<file path="src/rtl/inst_queue_if.sv">
// Handshake bundle between instruction fetch, the instruction queue and the decode stage.
// The master side is the fetch/decode pair. The slave side is the queue.
interface inst_queue_if #(
  parameter int WIDTH = 32,
  parameter int DEPTH = 4
);
  logic                     flush;
  logic                     in_valid;
  logic                     in_ready;
  logic [WIDTH-1:0]         inst_in;
  logic                     out_valid;
  logic                     out_ready;
  logic [WIDTH-1:0]         inst_out;
  logic [$clog2(DEPTH):0]   count;
  logic                     full;
  logic                     empty;

  modport master (
    output flush, in_valid, inst_in, out_ready,
    input  in_ready, out_valid, inst_out, count, full, empty
  );

  modport slave (
    input  flush, in_valid, inst_in, out_ready,
    output in_ready, out_valid, inst_out, count, full, empty
  );
endinterface

</file>
<file path="src/rtl/inst_queue.sv">
// First-word-fall-through instruction queue with a flush input.
// When the queue is empty, inst_out presents a NOP word.
module inst_queue #(
  parameter int          WIDTH    = 32,
  parameter int          DEPTH    = 4,
  parameter logic [31:0] NOP_INST = 32'h0000_0013
) (
  input logic         clk,
  input logic         rst_n,
  inst_queue_if.slave q
);
  localparam int AW = $clog2(DEPTH);
  localparam logic [WIDTH-1:0] NOP_W = WIDTH'(NOP_INST);

  logic [WIDTH-1:0] mem [DEPTH];
  logic [AW:0]      wr_ptr;
  logic [AW:0]      rd_ptr;
  logic             full;
  logic             empty;
  logic             push;
  logic             pop;

  // Pointers carry one extra wrap bit, so full and empty can be told apart without a separate counter.
  assign full  = (wr_ptr[AW] != rd_ptr[AW]) && (wr_ptr[AW-1:0] == rd_ptr[AW-1:0]);
  assign empty = (wr_ptr == rd_ptr);
  assign push  = q.in_valid && !full && !q.flush;
  assign pop   = !empty && q.out_ready && !q.flush;

  assign q.in_ready  = !full;
  assign q.out_valid = !empty;
  assign q.full      = full;
  assign q.empty     = empty;
  assign q.count     = wr_ptr - rd_ptr;
  assign q.inst_out  = empty ? NOP_W : mem[rd_ptr[AW-1:0]];

  always_ff @(posedge clk or negedge rst_n) begin
    if (!rst_n) begin
      wr_ptr <= '0;
      rd_ptr <= '0;
    end else if (q.flush) begin
      wr_ptr <= '0;
      rd_ptr <= '0;
    end else begin
      if (push) wr_ptr <= wr_ptr + 1'b1;
      if (pop)  rd_ptr <= rd_ptr + 1'b1;
    end
  end

  // Storage has no reset. The empty mux hides stale entries until they are written.
  always_ff @(posedge clk) begin
    if (push) mem[wr_ptr[AW-1:0]] <= q.inst_in;
  end
endmodule

</file>
<file path="src/flat_wrapper.sv">
// flat-port wrapper written by rule: the top's interface ports become plain ports
module inst_queue_flat 
#(
  parameter int          WIDTH    = 32,
  parameter int          DEPTH    = 4,
  parameter logic [31:0] NOP_INST = 32'h0000_0013
)
  (clk, rst_n, q_flush, q_in_valid, q_inst_in, q_out_ready, q_in_ready, q_out_valid, q_inst_out, q_count, q_full, q_empty);
  inst_queue_if #(.WIDTH(WIDTH), .DEPTH(DEPTH)) q_i ();
  input logic clk;
  input logic rst_n;
  input wire logic [$bits(q_i.flush)-1:0] q_flush;
  input wire logic [$bits(q_i.in_valid)-1:0] q_in_valid;
  input wire logic [$bits(q_i.inst_in)-1:0] q_inst_in;
  input wire logic [$bits(q_i.out_ready)-1:0] q_out_ready;
  output wire logic [$bits(q_i.in_ready)-1:0] q_in_ready;
  output wire logic [$bits(q_i.out_valid)-1:0] q_out_valid;
  output wire logic [$bits(q_i.inst_out)-1:0] q_inst_out;
  output wire logic [$bits(q_i.count)-1:0] q_count;
  output wire logic [$bits(q_i.full)-1:0] q_full;
  output wire logic [$bits(q_i.empty)-1:0] q_empty;
  assign q_i.flush = q_flush;
  assign q_i.in_valid = q_in_valid;
  assign q_i.inst_in = q_inst_in;
  assign q_i.out_ready = q_out_ready;
  assign q_in_ready = q_i.in_ready;
  assign q_out_valid = q_i.out_valid;
  assign q_inst_out = q_i.inst_out;
  assign q_count = q_i.count;
  assign q_full = q_i.full;
  assign q_empty = q_i.empty;
  inst_queue #(.WIDTH(WIDTH), .DEPTH(DEPTH), .NOP_INST(NOP_INST)) u_core (.clk(clk), .rst_n(rst_n), .q(q_i));
endmodule
</file>
<file path="config.mk">
export PLATFORM = sky130hd
export DESIGN_NAME = inst_queue_flat
export DESIGN_NICKNAME = d
export VERILOG_FILES = /design/src/rtl/inst_queue_if.sv /design/src/rtl/inst_queue.sv /design/src/flat_wrapper.sv
export SDC_FILE = /design/constraint.sdc
export NUM_CORES = 1
export LEC_CHECK = 0
export ABC_AREA = 1
export CAP_MARGIN = 30
export CORE_ASPECT_RATIO = 0.7
export CORE_MARGIN = 10
export CORE_UTILIZATION = 55
export CTS_BUF_LIST = sky130_fd_sc_hd__clkbuf_8
export CTS_CLUSTER_DIAMETER = 30
export DETAILED_ROUTE_END_ITERATION = 16
export DONT_BUFFER_PORTS = 1
export GPL_TIMING_DRIVEN = 0
export HOLD_SLACK_MARGIN = 0.08
export PLACE_DENSITY = 0.73
export SETUP_SLACK_MARGIN = 0.1
export SYNTH_ARGS = -nofsm -noshare
export SYNTH_HDL_FRONTEND = slang
export SYNTH_SLANG_ARGS = --single-unit
</file>
<file path="constraint.sdc">
create_clock -name clk -period 6.3 [get_ports clk]
set_input_delay 0.945 -clock clk [delete_from_list [all_inputs] [get_ports clk]]
set_output_delay 0.945 -clock clk [all_outputs]
set_load 0.01 [all_outputs]
</file>
# --- Word level (Yosys, flattened, before mapping) ---
# Memories as Yosys holds them, arrays and structs flattened.
# Cells that the tools add are included.
# Widths: inputs -> output; s select.
classes:
  add_sub_neg: 3
  n_eq_ne: 3
  mux: 7
  n_reduce_logical: 10
op_table:
  columns: ["op", "count"]
  rows:
  - ["$mux 32", 1]
  - ["$mux 3", 4]
  - ["$add 3x1->3 const B", 2]
  - ["$logic_and 1x1->1", 5]
  - ["$reduce_bool 2->1", 2]
  - ["$eq 3x3->1", 1]
  - ["$logic_not 1->1", 3]
  - ["$sub 3x3->3", 1]
  - ["$eq 2x2->1", 1]
  - ["$mux 1", 2]
  - ["$ne 1x1->1", 1]
totals:
  regBits: 6
  ram_bits: 128
  in_bits: 37
  output_inout_bits: 39
  word_cells: 26
  mem_count: 1
memory_table:
  columns: ["name", "depth", "width", "rd", "rd_ports_with_merged_regs", "wr", "line", "text"]
  rows:
  - ["u_core.mem", 4, 32, 1, 0, 1, "inst_queue.sv:15", "logic [WIDTH-1:0] mem [DEPTH];"]

# --- Longest topological paths before layout ---
depth:
  ltp_word: 7
  ltp_mapped: 10
  depth_no_buf: 8

# --- Least setup slack after synthesis ---
# No wires, ideal clock.
synth_timing:
  path_type: "reg2reg"
  startpoint: "reg u_core.rd_ptr[1]"
  endpoint: "mem u_core.mem[0][0], enable pin"
  setup_ps: 421
  arrival_ps: 2818
  t_required_ps: 5879
  slack_ps: 3061
  path_stages_with_launch: 10
  path_buffers: 2
  period_less_slack_ps: 3239
  path_cell_list: "dfrtp_1 > buf_2 > inv_2 > buf_2 > ha_1 > nand2_1 > inv_1 > nand3_2 > nand3_1 > nor2_1"
synth_between:
  elab_chain_cells: 7
synth_lines:
  columns: ["item", "line", "text"]
  rows:
  - ["from (decl)", "inst_queue.sv:17", "logic [AW:0] rd_ptr;"]
  - ["from (signal assigned)", "inst_queue.sv:45", "if (pop) rd_ptr <= rd_ptr + 1'b1;"]
  - ["$eq 2x2->1", "inst_queue.sv:24", "assign full = (wr_ptr[AW] != rd_ptr[AW]) && (wr_ptr[AW-1:0] == rd_ptr[AW-1:0]);"]
  - ["$logic_and 1x1->1", "inst_queue.sv:24", null]
  - ["$logic_not 1->1", null, null]
  - ["via q_in_ready", "flat_wrapper.sv:16", "output wire logic [$bits(q_i.in_ready)-1:0] q_in_ready;"]
  - ["$logic_and 1x1->1 (2 in series)", "inst_queue.sv:26", "assign push = q.in_valid && !full && !q.flush;"]
  - ["$mux 1", "inst_queue.sv:51", "if (push) mem[wr_ptr[AW-1:0]] <= q.inst_in;"]
  - ["$mux 1 (implied by the code)", "inst_queue.sv:51", null]
  - ["to (decl)", "inst_queue.sv:15", null]
# The timed path passes the listed nets, and every way through them passes these cells.

# --- Worst setup path after layout ---
layout_timing:
  startpoint: "reg u_core.rd_ptr[1]"
  endpoint: "out q_inst_out[5]"
layout_between:
  elab_chain_cells: 2
  elab_cells_between_ends: 3
  cone_classes: "eq/ne (1); mux (1); memory (1)"
layout_lines:
  columns: ["item", "line", "text"]
  rows:
  - ["$mem_v2 4x32 / $eq 3x3->1 (equally long branches)", null, null]
  - ["$mux 32 *", "inst_queue.sv:34", "assign q.inst_out = empty ? NOP_W : mem[rd_ptr[AW-1:0]];"]
  - ["to (decl)", "flat_wrapper.sv:18", "output wire logic [$bits(q_i.inst_out)-1:0] q_inst_out;"]
# Every way passes the cells marked *; elsewhere a longest branch is shown, timed or not.

==> qor.csv <==
stage,metric,value,unit
final_layout,layout-drive-gt1-share,18.39,%
final_layout,final_cell_mix,"edfxtp_1 (128), nor2_1 (118), o21ai_1 (46)",
yosys,syn_avg_cell_area,12.52,sq um
placement,io_buffers,0,
sta,finalCriticalPeriod,3.424,ns
sta,rsz0062_at_grt,false,
outcome,status,completed,
pwr,leakage,0.002185,uW
yosys,ys_warn_count,0,
yosys,synth_nets,493,
pwr,power_density,322.8,mW/mm^2
pwr,finalPower,2007,uW
clock_tree,htreeDepth,4,
global_routing,grt_pass1_wl,18640,um
yosys,synth_area_leaders,"edfxtp_1 (69%), nor2_1 (8.2%), a21oi_2 (4.5%), o21ai_1 (4.1%), dfrtp_1 (2.7%)",
clock_tree,ctsHoldBuffers,0,
drt,firstDrtPassIters,5,
clock_tree,clockRootBuffer,clkbuf_8,
pwr,max-vdd-ir-drop,0.1753,mV
sta,setup_viol,0,
final_layout,n_antenna_cell,0,
setup_path,cp.arrival,2.48,ns
yosys,yosysTopAreaCell,edfxtp_1,
sta,fin_tns_setup,0,ns
clock_tree,clk_latency,0.44,ns
setup_path,crit_path_end_kind,output port,
clock_tree,cts_buffer_depth,2,
drt,wl_per_cell,19.97,um
global_routing,overflow,0,
setup_path,cp_max_fo,10,
clock_tree,path_clk_slew,0.07,ns
floorplan,die_x,140.7,um
final_layout,layout_commonest_cell,edfxtp_1,
clock_tree,cts_tree,built,
drt,drtAntennaViolNets,0,
setup_path,required,5.35,ns
yosys,mappedNetlistArea,0.005608,sq mm
sta,maxSlewViolCount,0,
sta,fin_crit_sh,54.34,%
clock_tree,postCtsSetupRepairBufs,0,
sta,finalHoldViolations,0,
yosys,synth_seq_cells,134,
flow_run,maxCapViolCount,0,
floorplan,dieArea,0.01470,sq mm
setup_path,worstSetupStartpointType,register,
yosys,synthCells,448,
global_routing,gr-usage-all-layers,16.61,%
yosys,netlist.area_leader.share,68.54,%
floorplan,die_h,104.5,um
drt,drc_errors,0,
floorplan,core_area,0.009834,sq mm
drt,drt_iter0_drc,319,
floorplan,rows,30,
floorplan,start_util,57.02,%
drt,vias,3353,
placement,gp_congestion,0.8498,
yosys,ys_seq_area_share,71.22,%
clock_tree,cts_buffers,17,
global_routing,antenna_found_initial,0,
drt,wirelength,12220,um
global_routing,first_global_vias,3358,
yosys,synth_cell_types,23,
final_layout,syn2layout_area_growth,10.89,%
clock_tree,clock-sinks,134,
drt,vias_per_cell,5.479,
floorplan,boundaryPins,76,
sta,worstMarginPinSlew,0.6352,ns
sta,slew-limit-headroom,57.55,%
sta,skew,0.01115,ns
clock_tree,cts_resized,0,
placement,hpwl,8098,um
global_routing,grt_max_degree,25,
sta,fmax,292.1,MHz
setup_path,critPathKind,register to output port,
final_layout,nets,516,
min_path,hold_class,input port to asynchronous set/reset pin,
## worst paths after layout
kind / slack (ns) / from / to / depth (start not counted)
setup / recovery: 2.88 / u_core.rd_ptr[1] / q_inst_out[5] / 10
hold / removal: 0.20 / rst_n / u_core.wr_ptr[2] / 0
setup reg to reg: 3.17 / u_core.rd_ptr[1] / u_core.mem[0][3] / 10
hold reg to reg: 0.59 / u_core.wr_ptr[0] / u_core.wr_ptr[0] / 2
max in group asynchronous: 6.03 / rst_n / u_core.rd_ptr[0] / 0
min in group clk: 0.59 / u_core.wr_ptr[0] / u_core.wr_ptr[0] / 2
## registers in the layout (all words and copies together), names as in the netlist
name	flops
u_core.wr_ptr	3
u_core.mem	128
u_core.rd_ptr	3
## Yosys cell counts, drive strengths merged
library cell,n
a21oi,35
buf,20
clkbuf,5
dfrtp,6
edfxtp,128
fa,1
ha,7
inv,17
nand2,30
nand3,9
nand4,6
nor2,122
o21ai,61
xor2,1
## metrics by stage
| stage | cells | util [%] | area [sq um] | hold slack (ns) | setup WS, ns |
|---|---|---|---|---|---|
| after floorplan | 448 | - | 5608 | 0.5249 | 3.061 |
| after global placement | 576 | 58.65 | 5768 | 0.5546 | 1.660 |
| after detailed placement | 580 | 59.85 | 5886 | 0.5713 | 3.142 |
| after CTS | 612 | 63.23 | 6218 | 0.1762 | 2.819 |
| after global routing | 612 | 63.23 | 6218 | 0.1717 | 2.708 |
| final | 612 | 63.23 | 6218 | 0.2017 | 2.876 |
## layer usage
layer | part of all wire, % | track usage (%) | vias up | wire (um)
met5 | 0 | 0 | - | 0
met4 | 0.83 | 5.662 | 0 | 102
met3 | 10 | 7.482 | 9 | 1283
met2 | 46 | 25.17 | 144 | 5588
met1 | 43 | 20.57 | 1582 | 5249
li1 | - | - | 1618 | -
## kinds of logic after synthesis
| kind of cell | Yosys count | synth area share, % |
|---|---|---|
| AOI/OAI and AO/OA | 96 | 10.51 |
| adders and majority gates | 8 | 1.919 |
| xor gates and xnor gates | 1 | 0.1562 |
| buffers and inverters | 42 | 4.239 |
| DFF | 134 | 71.22 |
| and+or+nand+nor | 167 | 11.96 |
## final cells by class
| type | count | area, sq um |
|---|---|---|
| sequential | 134 | 3994 |
| fill | 769 | 3616 |
| multi-input combinational | 272 | 1406 |
| clock buffer | 17 | 234.0 |
| buffer | 25 | 173.9 |
| tap | 128 | 160.2 |
| clock inverter | 15 | 98.84 |
| timing repair buffer | 4 | 87.58 |
| inverter | 17 | 63.81 |
## critical path, stage by stage, from the launching register on
cell,delay (ns)
dfrtp_1,0.42
buf_2,0.19
inv_2,0.12
buf_2,0.26
ha_1,0.28
nand2_1,0.08
inv_1,0.09
nand3_4,0.13
inv_2,0.08
buf_6,0.16
a21oi_2,0.23
## report_power, final
group	internal (uW)	switching (uW)
Sequential	1000	9.24
Combinational	115	274
Clock	298	310
Total	1410	593
(Power assumes the default switching activity.)
==> variant (config.mk and constraints unchanged) <==
Put a register stage on the output `q.count`. The value now appears one clock later.
--- a/src/rtl/inst_queue.sv
+++ b/src/rtl/inst_queue.sv
@@ -30,7 +30,9 @@
   assign q.out_valid = !empty;
   assign q.full      = full;
   assign q.empty     = empty;
-  assign q.count     = wr_ptr - rd_ptr;
+  always_ff @(posedge clk) begin
+    q.count <= wr_ptr - rd_ptr;
+  end
   assign q.inst_out  = empty ? NOP_W : mem[rd_ptr[AW-1:0]];
 
   always_ff @(posedge clk or negedge rst_n) begin
Formal check against the unedited RTL: not equivalent (a bounded check fails within 4 cycles, from zero or initial values and one cycle with rst_n low).
==> variant against the original RTL <==
- via count is 4.1% higher
- routed wire length is 1.7% higher
- setup slack better by 28 ps
- utilization is 1.9 points higher
- final area is 3.4% higher
- synthesized area is 1.1% higher
- final cell count is 0.49% higher
- count of clock-buffer cells in the layout is 2 higher
- clock power is 34% higher
- sequential cell count is 3 higher
- global-route usage is 0.34 points higher
- combinational power is 1% lower
- total power is 11% higher
- critical endpoint is now q_inst_out[24]
- largest cell class unchanged
- largest power group unchanged
==> variant: results (changes against the original RTL) <==
- Slowest cell on crit path: dfrtp_1
- Worst skew pair latency: ~430 ps
- Synth warnings: 0 (unchanged)
- Max Clock Skew: 7.81 ps (-3.34 ps)
- Dpl ws: 3240 ps (+98.0 ps)
- Post-Synth XOR/XNOR Area: 0.00155 (-0.0000165)
- H-Tree Depth: 4 (unchanged)
- Initial DRC count: 379 (+19%)
- Crit path largest cell delay: 420 ps (about the same)
- # diodes: 0 (unchanged)
- Status: finished clean
- Vias in the first global route: 3581 (+6.6%)
- CTS clk-pin slew, worst paths: 70 ps (about the same)
- Worst hold path type: input port to async pin
- Post-synthesis mux area share: 0 (unchanged)
- Crit path DAT: 2450 ps (-30 ps)
- Final #Nets: 519 (+0.58%)
- CTS Buf Count: 17 (unchanged)
- CTS Root Cell: clkbuf_8
- Total nets after synthesis: 496 (+0.61%)
- Post_cts resized: 0 (unchanged)
- Initial antenna violation count: 0 (unchanged)
- Adder-Cell Fraction of Synth Area: 0.0190 (-0.000203)
- CTS max path bufs: 2 (unchanged)
- Post-synth EDFFs: 128 (unchanged)
- Max rail drop VDD: 0.189 mV (+7.7%)
- Compound-Gate Fraction of Synth Area: 0.104 (-0.00111)
- IO Port Bufs: 0 (unchanged)
- Max Freq: 294 MHz (+0.82%)
- Netlist cell types: 24 (+4.3%)
- Number of flip-flops in the largest register: 128 (unchanged)
- R2R setup slack: 3250 ps (+80 ps)
- GRT Total Usage: 0.169 (+0.00336)
- Post-CTS setup buffer count: 0 (unchanged)
- Pwr dens: 348 nW/um2 (+7.8%)
- RePlAce Congestion: 0.768 (-9.7%)
- Synth async-reset ratio: 0.0438 (-0.000980)
- Seq/Total Area, Yosys: 0.715 (+0.00305)
- Largest net degree at the start of global routing: 19 (-24%)
- First-pass GRT wire length: 19300 um (+3.7%)
- DP HPWL: 8200 um (+1.2%)
- Final wirelength: 12400 um (+1.7%)
- Leak Pwr: 2.27 nW (+3.9%)
- Layout cells sized above 1: 0.195 (+0.0112)
- Crit path max fanout: 10 (unchanged)
- Max cap viols: 0 (unchanged)
- Post-synth top cells: edfxtp_1, nor2_1, o21ai_1
- Slew @ Worst Pin: 638 ps (+2.83 ps)
- TritonRoute pass-1 iters: 5 (unchanged)
- Vias/cell: 5.68 (+3.6%)
- Top cells by area, synth: edfxtp_1, nor2_1, a21oi_2
[variant: worst paths after layout]
| kind | start | to | depth (start not counted) |
|---|---|---|---|
| setup / recovery | u_core.rd_ptr[1] | q_inst_out[24] | 10 |
| hold / removal | rst_n | u_core.rd_ptr[2] | 0 |
| setup reg to reg | u_core.rd_ptr[1] | u_core.mem[1][14] | 10 |
| hold reg to reg | u_core.wr_ptr[0] | u_core.wr_ptr[0] | 2 |
| max in group asynchronous | rst_n | u_core.wr_ptr[1] | 0 |
| min in group clk | u_core.wr_ptr[0] | u_core.wr_ptr[0] | 2 |
[variant: stage by stage]
stage / hold WS [ps] / total power, mW / area, um2 / utilization / std cells
global placement: 555 / 1.44 / 5830 / 0.590 / 579
detailed placement: 567 / 1.45 / 5970 / 0.605 / 583
finish: 202 / 2.24 / 6430 / 0.651 / 615
floorplan: 525 / 1.34 / 5670 / - / 451
global route: 167 / 2.34 / 6430 / 0.651 / 615
CTS: 181 / 2.26 / 6430 / 0.651 / 615
[variant: where the power goes]
group / total [mW] / switching (mW) / internal [mW]
Combinational: 0.385 / 0.270 / 0.115
Clock: 0.813 / 0.324 / 0.489
Sequential: 1.04 / 0.0137 / 1.03
Total: 2.24 / 0.608 / 1.63
[variant: worst max-delay path, delay by kind of cell (launching register included)]
kind                     cells  cell delay, ps
buffers and inverters        6             890
AND/OR/NAND/NOR              2             190
flip-flops                   1             420
adder cells (fa/ha/maj)      1             270
AO/OA/AOI/OAI                1             230
[variant: layer usage]
layer / vias to the layer above / global-route usage / share of wire
met3: 14 / 0.0737 / 0.098
met5: - / 0 / 0
met4: 0 / 0.0581 / 0.011
met1: 1729 / 0.204 / 0.41
li1: 1625 / - / -
met2: 123 / 0.266 / 0.49
[variant: layout make-up]
class | count | area [um2]
Buffer | 25 | 174
Multi-Input combinational cell | 272 | 1410
Tap cell | 128 | 160
Clock inverter | 13 | 201
Fill cell | 704 | 3440
Timing Repair Buffer | 4 | 110
Clock buffer | 19 | 262
Inverter | 17 | 63.8
Sequential cell | 137 | 4050
[variant: logic make-up after synthesis]
| kind of cell | count (synthesis) |
|---|---|
| AOI/OAI and AO/OA | 96 |
| and+or+nand+nor | 167 |
| DFF | 137 |
| xor gates and xnor gates | 1 |
| adders and majority gates | 8 |
| buffers and inverters | 42 |
